==> src/rtl/pc_fetch_unit_pkg.sv <==
// Shared types for the PC fetch stage: FSM state encoding and next-PC select codes.
package pc_fetch_unit_pkg;

  typedef enum logic [1:0] {
    BOOT   = 2'd0,
    RUN    = 2'd1,
    HALTED = 2'd2,
    FAULT  = 2'd3
  } state_t;

  typedef enum logic [1:0] {
    SEL_HOLD   = 2'd0,
    SEL_PLUS1  = 2'd1,
    SEL_BRANCH = 2'd2,
    SEL_JUMP   = 2'd3
  } sel_t;

endpackage

==> src/rtl/pc_fetch_unit_next_mux.sv <==
// Combinational next-PC priority select: Halt > Stall > Jump > PCSrc > PC+1.
import pc_fetch_unit_pkg::*;

module pc_fetch_unit_next_mux #(
  parameter int WIDTH = 32
) (
  input  logic [WIDTH-1:0] pc,
  input  logic [WIDTH-1:0] pc_plus1,
  input  logic [WIDTH-1:0] branch_target,
  input  logic [WIDTH-1:0] jump_target,
  input  logic             halt,
  input  logic             stall,
  input  logic             jump,
  input  logic             pc_src,
  output logic [WIDTH-1:0] next_pc,
  output sel_t             sel
);

  always_comb begin
    sel     = SEL_PLUS1;
    next_pc = pc_plus1;
    if (halt || stall) begin
      sel     = SEL_HOLD;
      next_pc = pc;
    end else if (jump) begin
      sel     = SEL_JUMP;
      next_pc = jump_target;
    end else if (pc_src) begin
      sel     = SEL_BRANCH;
      next_pc = branch_target;
    end
  end

endmodule

==> src/rtl/pc_fetch_unit.sv <==
// Program-counter stage: PC register, boot/run/halt FSM and retire counter.
// Optional PC range check enabled by defining PC_BOUNDS_CHECK_EN.
//
// state  | meaning
// BOOT   | one cycle after reset, PC held at RESET_PC
// RUN    | instruction at PC valid, PC advances per next-PC select
// HALTED | halt decoded, PC held until Resume
// FAULT  | next PC out of imem range, terminal until reset
import pc_fetch_unit_pkg::*;

module pc_fetch_unit #(
  parameter int                    WIDTH      = 32,
  parameter logic [WIDTH-1:0]      RESET_PC   = '0,
  parameter int                    IMEM_DEPTH = 256
) (
  input  logic             clk,
  input  logic             reset,
  input  logic             Stall,
  input  logic             PCSrc,
  input  logic             Jump,
  input  logic [WIDTH-1:0] JumpTarget,
  input  logic [WIDTH-1:0] PCBranch,
  input  logic             Halt,
  input  logic             Resume,
  output logic [WIDTH-1:0] PC,
  output logic [WIDTH-1:0] PCPlus1,
  output logic             Running,
  output logic [WIDTH-1:0] RetireCount,
  output logic             Fault
);

  generate
    if (IMEM_DEPTH < 1) begin : g_bad_depth
      $error("IMEM_DEPTH must be at least 1");
    end
  endgenerate

  state_t           state, state_next;
  sel_t             sel;
  logic [WIDTH-1:0] pc_q;
  logic [WIDTH-1:0] next_pc;
  logic [WIDTH-1:0] retire_q;
  logic             fault_hit;
  logic             pc_we;

  assign PC          = pc_q;
  assign PCPlus1     = pc_q + 1'b1;
  assign RetireCount = retire_q;

  pc_fetch_unit_next_mux #(.WIDTH(WIDTH)) u_next_mux (
    .pc            (pc_q),
    .pc_plus1      (PCPlus1),
    .branch_target (PCBranch),
    .jump_target   (JumpTarget),
    .halt          (Halt),
    .stall         (Stall),
    .jump          (Jump),
    .pc_src        (PCSrc),
    .next_pc       (next_pc),
    .sel           (sel)
  );

`ifdef PC_BOUNDS_CHECK_EN
  // Extra bit keeps the compare correct when IMEM_DEPTH equals 2^WIDTH.
  localparam logic [WIDTH:0] DEPTH_EXT = (WIDTH+1)'(IMEM_DEPTH);
  assign fault_hit = (state == RUN) && (sel != SEL_HOLD) &&
                     ({1'b0, next_pc} >= DEPTH_EXT);
`else
  assign fault_hit = 1'b0;
`endif

  always_ff @(posedge clk) begin
    if (reset) begin
      state <= BOOT;
    end else begin
      state <= state_next;
    end
  end

  always_comb begin
    state_next = state;
    case (state)
      BOOT:    state_next = RUN;
      RUN: begin
        if (Halt)           state_next = HALTED;
        else if (fault_hit) state_next = FAULT;
      end
      HALTED:  if (Resume) state_next = RUN;
      FAULT:   state_next = FAULT;
      default: state_next = BOOT;
    endcase
  end

  always_comb begin
    Running = (state == RUN);
    pc_we   = (state == RUN) && (sel != SEL_HOLD) && !fault_hit;
`ifdef PC_BOUNDS_CHECK_EN
    Fault   = (state == FAULT);
`else
    Fault   = 1'b0;
`endif
  end

  always_ff @(posedge clk) begin
    if (reset) begin
      pc_q     <= RESET_PC;
      retire_q <= '0;
    end else if (pc_we) begin
      pc_q     <= next_pc;
      retire_q <= retire_q + 1'b1;
    end
  end

endmodule

==> config.mk <==
export PLATFORM = sky130hd
export DESIGN_NAME = pc_fetch_unit
export DESIGN_NICKNAME = d
export VERILOG_FILES = /design/src/rtl/pc_fetch_unit_pkg.sv /design/src/rtl/pc_fetch_unit_next_mux.sv /design/src/rtl/pc_fetch_unit.sv
export SDC_FILE = /design/constraint.sdc
export NUM_CORES = 1
export LEC_CHECK = 0
export ABC_AREA = 1
export CORE_MARGIN = 10
export CORE_UTILIZATION = 30
export CTS_CLUSTER_DIAMETER = 100
export DETAILED_ROUTE_END_ITERATION = 10
export SYNTH_ARGS = -nofsm -noshare
export SYNTH_HDL_FRONTEND = slang
export SYNTH_SLANG_ARGS = --single-unit
==> constraint.sdc <==
create_clock -name clk -period 3.6 [get_ports clk]
set_input_delay 0.36 -clock clk [delete_from_list [all_inputs] [get_ports clk]]
set_output_delay 0.36 -clock clk [all_outputs]
set_load 0.01 [all_outputs]
==> qor.txt, run 1 <==
Status -> completed
Tot Pwr -> 1.93 mW
Skew-Pair Late Insertion Delay -> 340 ps
Crit start category -> flip-flop
PD cells -> 283 mW/mm^2
Syn Nets -> 875
# rows -> 45
Pleak -> 2.51 nW
Seq cells post-synth -> 66
Top cell type's share of synthesized area -> 0.281
Fin area -> 0.00681 mm^2
RePlAce Congestion -> 0.886
Skew final -> 5.01 ps
CP endpoint kind -> output pin
FILL cells -> 1,659
Post-Synthesis Cells -> 802
CP max stage cell -> clkdlybuf4s50_1
Root buf cell -> clkbuf_16
Max-cap viol count -> 0
DR vias -> 5,517
Seq/Total Area, Yosys -> 0.281
Hold Violations, Final -> 0
Synth Flop Type -> dfxtp_1
CP dominant cell by count -> nor2_4
Area post-placement -> 0.00655 mm^2
Hold-fix buffers, CTS -> 0
Clock sink count -> 66
Hold_sp -> state[0]
DR iter-0 viols -> 397
Synth Area per Inst -> 5.87 um^2
First-pass GRT wire length -> 28.9 mm
Worst Path Required -> 3240 ps
Max IR drop VDD -> 0.000216 V
Synth top cells by count -> 235 x nand2_1, 151 x nor2_1, 81 x a21oi_1, 66 x dfxtp_1, 60 x inv_1
Fin. max-slew vios -> 0
Bufs on Longest Clock Path -> 2
Fraction of registers with async set/reset -> 0
Number of enable flip-flop cells after synthesis -> 0
Die height -> 145 um
Post-synth cell types -> 35
Kind of critical path -> flip-flop to output pin
TNS Setup -> 0 ps
RR Endpoint -> RetireCount[24]
Cell Chain, Critical Path -> ha_1 -> nand2_1 -> nor2_4 -> nand2_4 -> nor2_4 -> xor2_1 -> inv_1 -> clkdlybuf4s50_1
Final period utilization -> 0.734
Cts repair resizes -> 0
Crit-path max cell delay -> 480 ps
Critical Path AT -> 2280 ps
RSZ-0062 raised after global routing -> no
Core area -> 0.0153 mm^2
Multi-input gate area -> 0.00301 mm^2
FF-to-FF path depth -> 10
Final setup fails -> 0
Initial core utilization -> 0.308
Top cells by area, synth -> dfxtp_1 28%, nand2_1 19%, nor2_1 12%
Die width -> 145 um
DRT Pass-1 Iters -> 4
H-Tree Depth -> 3
GRT overflow -> 0
Num CTS Buffers -> 9
Max-slew headroom -> 0.234
Hold-critical path depth -> 2
Final core occ -> 0.445
F_max -> 0.378 GHz
Endpoint, Worst Hold -> state[1]
Setup slack, reg-to-reg -> 1650 ps
Vias in the first global route -> 5,181
Area growth from synthesis to layout -> 44.6%
HP Class -> flip-flop to flip-flop
FF-to-FF Start -> state[1]
Min Tclk post-route -> 2640 ps
Count leader, synth -> nand2_1
Top Ports -> 169
Fin nets -> 1,028
Slew @ Worst Pin -> 1150 ps
Routed wire length -> 17.9 mm
Vias per cell -> 4.72
Setup Buffers After CTS -> 0
Die area -> 0.0211 mm^2
Per-cell routed wire length -> 15.3 um
Initial antenna violation count -> 1
TritonCTS clock tree -> built
Antenna Nets Post-Route -> 0
Worst-path maximum fanout -> 6
Tot GR Track Use -> 0.167
Port bufs -> 167
Yosys Warn Count -> 0
Largest area contributor in the netlist -> dfxtp_1
Register area -> 0.00132 mm^2
Layout cells sized above 1 -> 0.0606
DRC viols -> 0
Clk slew on worst S/H paths -> 50 ps
Largest net degree at the start of global routing -> 65
Final hold slack -> 505 ps
HPWL after DPL -> 13.6 mm
Synthesized area -> 0.00471 mm^2
[power by group]
| part | total [mW] | internal, mW | switching (mW) | leakage (nW) |
|---|---|---|---|---|
| clock network | 0.809 | 0.492 | 0.316 | 0.128 |
| logic | 0.334 | 0.177 | 0.157 | 1.85 |
| registers | 0.784 | 0.752 | 0.0320 | 0.535 |
[cells in the final DEF, fill, tap and decap left out, types with 2 or more instances in the layout]
| master | n |
|---|---|
| clkdlybuf4s50_1 | 166 |
| nand4_1 | 2 |
| ha_1 | 2 |
| nand3_2 | 2 |
| a211oi_1 | 2 |
| clkbuf_1 | 2 |
| o21ai_1 | 7 |
| clkbuf_8 | 2 |
| nor2_1 | 151 |
| inv_1 | 60 |
| dfxtp_1 | 66 |
| nand2_1 | 235 |
| o21ai_0 | 56 |
| a21oi_1 | 81 |
| inv_2 | 4 |
| xnor2_1 | 7 |
| xor2_1 | 8 |
| nand3b_1 | 12 |
| nand2_2 | 7 |
| and2_1 | 2 |
| nand2_4 | 3 |
| nor2_4 | 13 |
| nand3_1 | 34 |
| buf_4 | 5 |
| clkbuf_16 | 9 |
| nor2_2 | 8 |
[area by class of cell]
| cell class | count | area share |
|---|---|---|
| multi-input combinational | 641 | 0.442 |
| inverter | 65 | 0.0358 |
| timing repair buffer | 172 | 0.250 |
| sequential | 66 | 0.194 |
| antenna | 1 | 0.000368 |
| tap | 211 | 0.0388 |
| clock buffer | 13 | 0.0382 |
[critical path, delay by kind of cell (launching register included)]
family,cells,cell delay [ps]
and+or+nand+nor,4,550
DFF,1,400
buffers and inverters,2,540
adders and majority gates,1,210
xor gates and xnor gates,1,250
[per-stage QoR]
stage	std cells	worst slack, ps
floorplan	802	1880
global placement	1155	1190
detailed placement	1155	1140
CTS	1168	924
global route	1168	781
finish	1169	957
[state kept, by name, indices dropped and copies added (netlist names)]
signal       flops
PC              32
RetireCount     32
state            2
[worst max path at each step]
| stage | cells past startpoint | start | slack [ps] | end |
|---|---|---|---|---|
| floorplan | 7 | PC[0] | 1880 | PCPlus1[10] |
| global placement | 11 | Halt | 1190 | RetireCount[24] |
| detailed placement | 11 | Halt | 1140 | RetireCount[24] |
| CTS | 8 | PC[0] | 920 | PCPlus1[10] |
| global route | 8 | PC[0] | 780 | PCPlus1[10] |
| finish | 8 | PC[0] | 960 | PCPlus1[10] |
[layer usage]
| metal | track usage | routed length (um) | vias up |
|---|---|---|---|
| li1 | - | - | 2855 |
| met4 | 0.0324 | 181 | 0 |
| met2 | 0.267 | 8100 | 186 |
| met3 | 0.0559 | 1480 | 17 |
| met5 | 0 | 0 | - |
| met1 | 0.214 | 8190 | 2459 |
[cell families after synthesis]
group	share of synthesized area
AOI/OAI and AO/OA	0.161
xor gates and xnor gates	0.0279
adders and majority gates	0.00531
buffers and inverters	0.0800
DFF	0.281
other	0.000796
and+or+nand+nor	0.444
No activity file was read; power rests on OpenSTA's default activity.
==> inputs of run 2 (changes only) <==
==> constraint.sdc (replaced) <==
create_clock -name clk -period 2.7 [get_ports clk]
set_input_delay 0.27 -clock clk [delete_from_list [all_inputs] [get_ports clk]]
set_output_delay 0.27 -clock clk [all_outputs]
set_load 0.01 [all_outputs]
==> qor.txt, run 2 (synthesis gave the netlist of run 1 again) <==
Status -> completed
FF-to-FF Start -> PC[0]
CP endpoint kind -> output pin
Most common cell after layout, fill and taps aside -> nand2_1
Kind of critical path -> flip-flop to output pin
Max-cap viol count -> 0
First-pass GRT wire length -> 28.7 mm
# rows -> 45
Root buf cell -> clkbuf_16
RR Endpoint -> PC[26]
Min Tclk post-route -> 2540 ps
Hold Violations, Final -> 0
Layout cells sized above 1 -> 0.0664
H-Tree Depth -> 3
Die width -> 145 um
RePlAce Congestion -> 0.876
Initial core utilization -> 0.308
Critical Path AT -> 2270 ps
HP Class -> flip-flop to flip-flop
Commonest non-fill, non-tap cells in the layout -> 235 x nand2_1, 166 x clkdlybuf4s50_1, 151 x nor2_1
Hold_sp -> RetireCount[6]
Max IR drop VDD -> 0.000304 V
Clock sink count -> 66
Tot GR Track Use -> 0.167
TritonCTS clock tree -> built
Final setup fails -> 0
FF-to-FF path depth -> 10
GRT overflow -> 0
Fin area -> 0.00687 mm^2
DR vias -> 5,542
FILL cells -> 1,690
Num CTS Buffers -> 9
Hold-critical path depth -> 2
Slew @ Worst Pin -> 594 ps
Vias per cell -> 4.71
Hold-fix buffers, CTS -> 0
Per-cell routed wire length -> 15.2 um
PD cells -> 376 mW/mm^2
Final hold slack -> 509 ps
Vias in the first global route -> 5,223
Largest net degree at the start of global routing -> 48
Endpoint, Worst Hold -> RetireCount[6]
Clk slew on worst S/H paths -> 60 ps
Bufs on Longest Clock Path -> 2
Final period utilization -> 0.940
Routed wire length -> 17.9 mm
Setup slack, reg-to-reg -> 1020 ps
Max-slew headroom -> 0.603
Die area -> 0.0211 mm^2
Die height -> 145 um
Top Ports -> 169
Pleak -> 2.55 nW
Antenna Nets Post-Route -> 0
DRT Pass-1 Iters -> 4
Skew final -> 4.19 ps
Area post-placement -> 0.00660 mm^2
HPWL after DPL -> 13.8 mm
Tot Pwr -> 2.58 mW
RSZ-0062 raised after global routing -> no
Fin. max-slew vios -> 0
Initial antenna violation count -> 0
DR iter-0 viols -> 267
Worst-path maximum fanout -> 5
F_max -> 0.394 GHz
Port bufs -> 167
Cts repair resizes -> 0
TNS Setup -> 0 ps
Area growth from synthesis to layout -> 45.9%
Crit start category -> flip-flop
Skew-Pair Late Insertion Delay -> 340 ps
DRC viols -> 0
Worst Path Required -> 2430 ps
Fin nets -> 1,032
Setup Buffers After CTS -> 0
Core area -> 0.0153 mm^2
[run 2: power breakdown]
group / leakage (nW) / internal (mW) / switching [mW]
Combinational: 1.88 / 0.243 / 0.213
Clock: 0.133 / 0.643 / 0.440
Sequential: 0.535 / 1.00 / 0.0422
[run 2: worst max-delay path by stage]
stage | start | endpoint | slack (ps) | cells past startpoint
after floorplan | PC[0] | PCPlus1[10] | 1070 | 7
after global placement | PC[0] | PCPlus1[22] | 550 | 8
after detailed placement | PC[0] | PCPlus1[30] | 510 | 8
after CTS | PC[0] | PCPlus1[30] | 140 | 8
after global routing | PC[0] | PCPlus1[24] | 0.9 | 8
final | PC[0] | PCPlus1[14] | 160 | 8
[run 2: critical path, cell delays in order (launching register included)]
cell             delay [ps]
dfxtp_1                 400
ha_1                    210
nand2_1                  90
nor2_4                  160
nand2_2                 120
nor2_4                  200
nand2_1                  70
nand2_1                 100
clkdlybuf4s50_1         590
[run 2: per-layer routing]
metal | up-vias | routed length, um | GRT usage
met5 | - | 0 | 0
met4 | 0 | 138 | 0.0339
met2 | 166 | 8090 | 0.267
met3 | 11 | 1370 | 0.0553
li1 | 2882 | - | -
met1 | 2483 | 8260 | 0.213
[run 2: area by class of cell]
type / instances / area (um^2) / area share
well taps: 211 / 264 / 0.0384
inverters: 65 / 244 / 0.0355
flip-flops and latches: 66 / 1320 / 0.192
repair buffers: 176 / 1760 / 0.256
clock buffers: 13 / 250 / 0.0364
clock inverters: 3 / 15.0 / 0.00219
multi-input cells: 641 / 3010 / 0.438
diodes: 2 / 5.00 / 0.000728
[run 2: metrics by stage]
| stage | instances | setup WS [ps] | utilization |
|---|---|---|---|
| after floorplan | 802 | 1070 | - |
| after global placement | 1159 | 550 | 0.431 |
| after detailed placement | 1159 | 513 | 0.431 |
| after CTS | 1175 | 136 | 0.448 |
| after global routing | 1175 | 0.857 | 0.448 |
| final | 1177 | 162 | 0.449 |
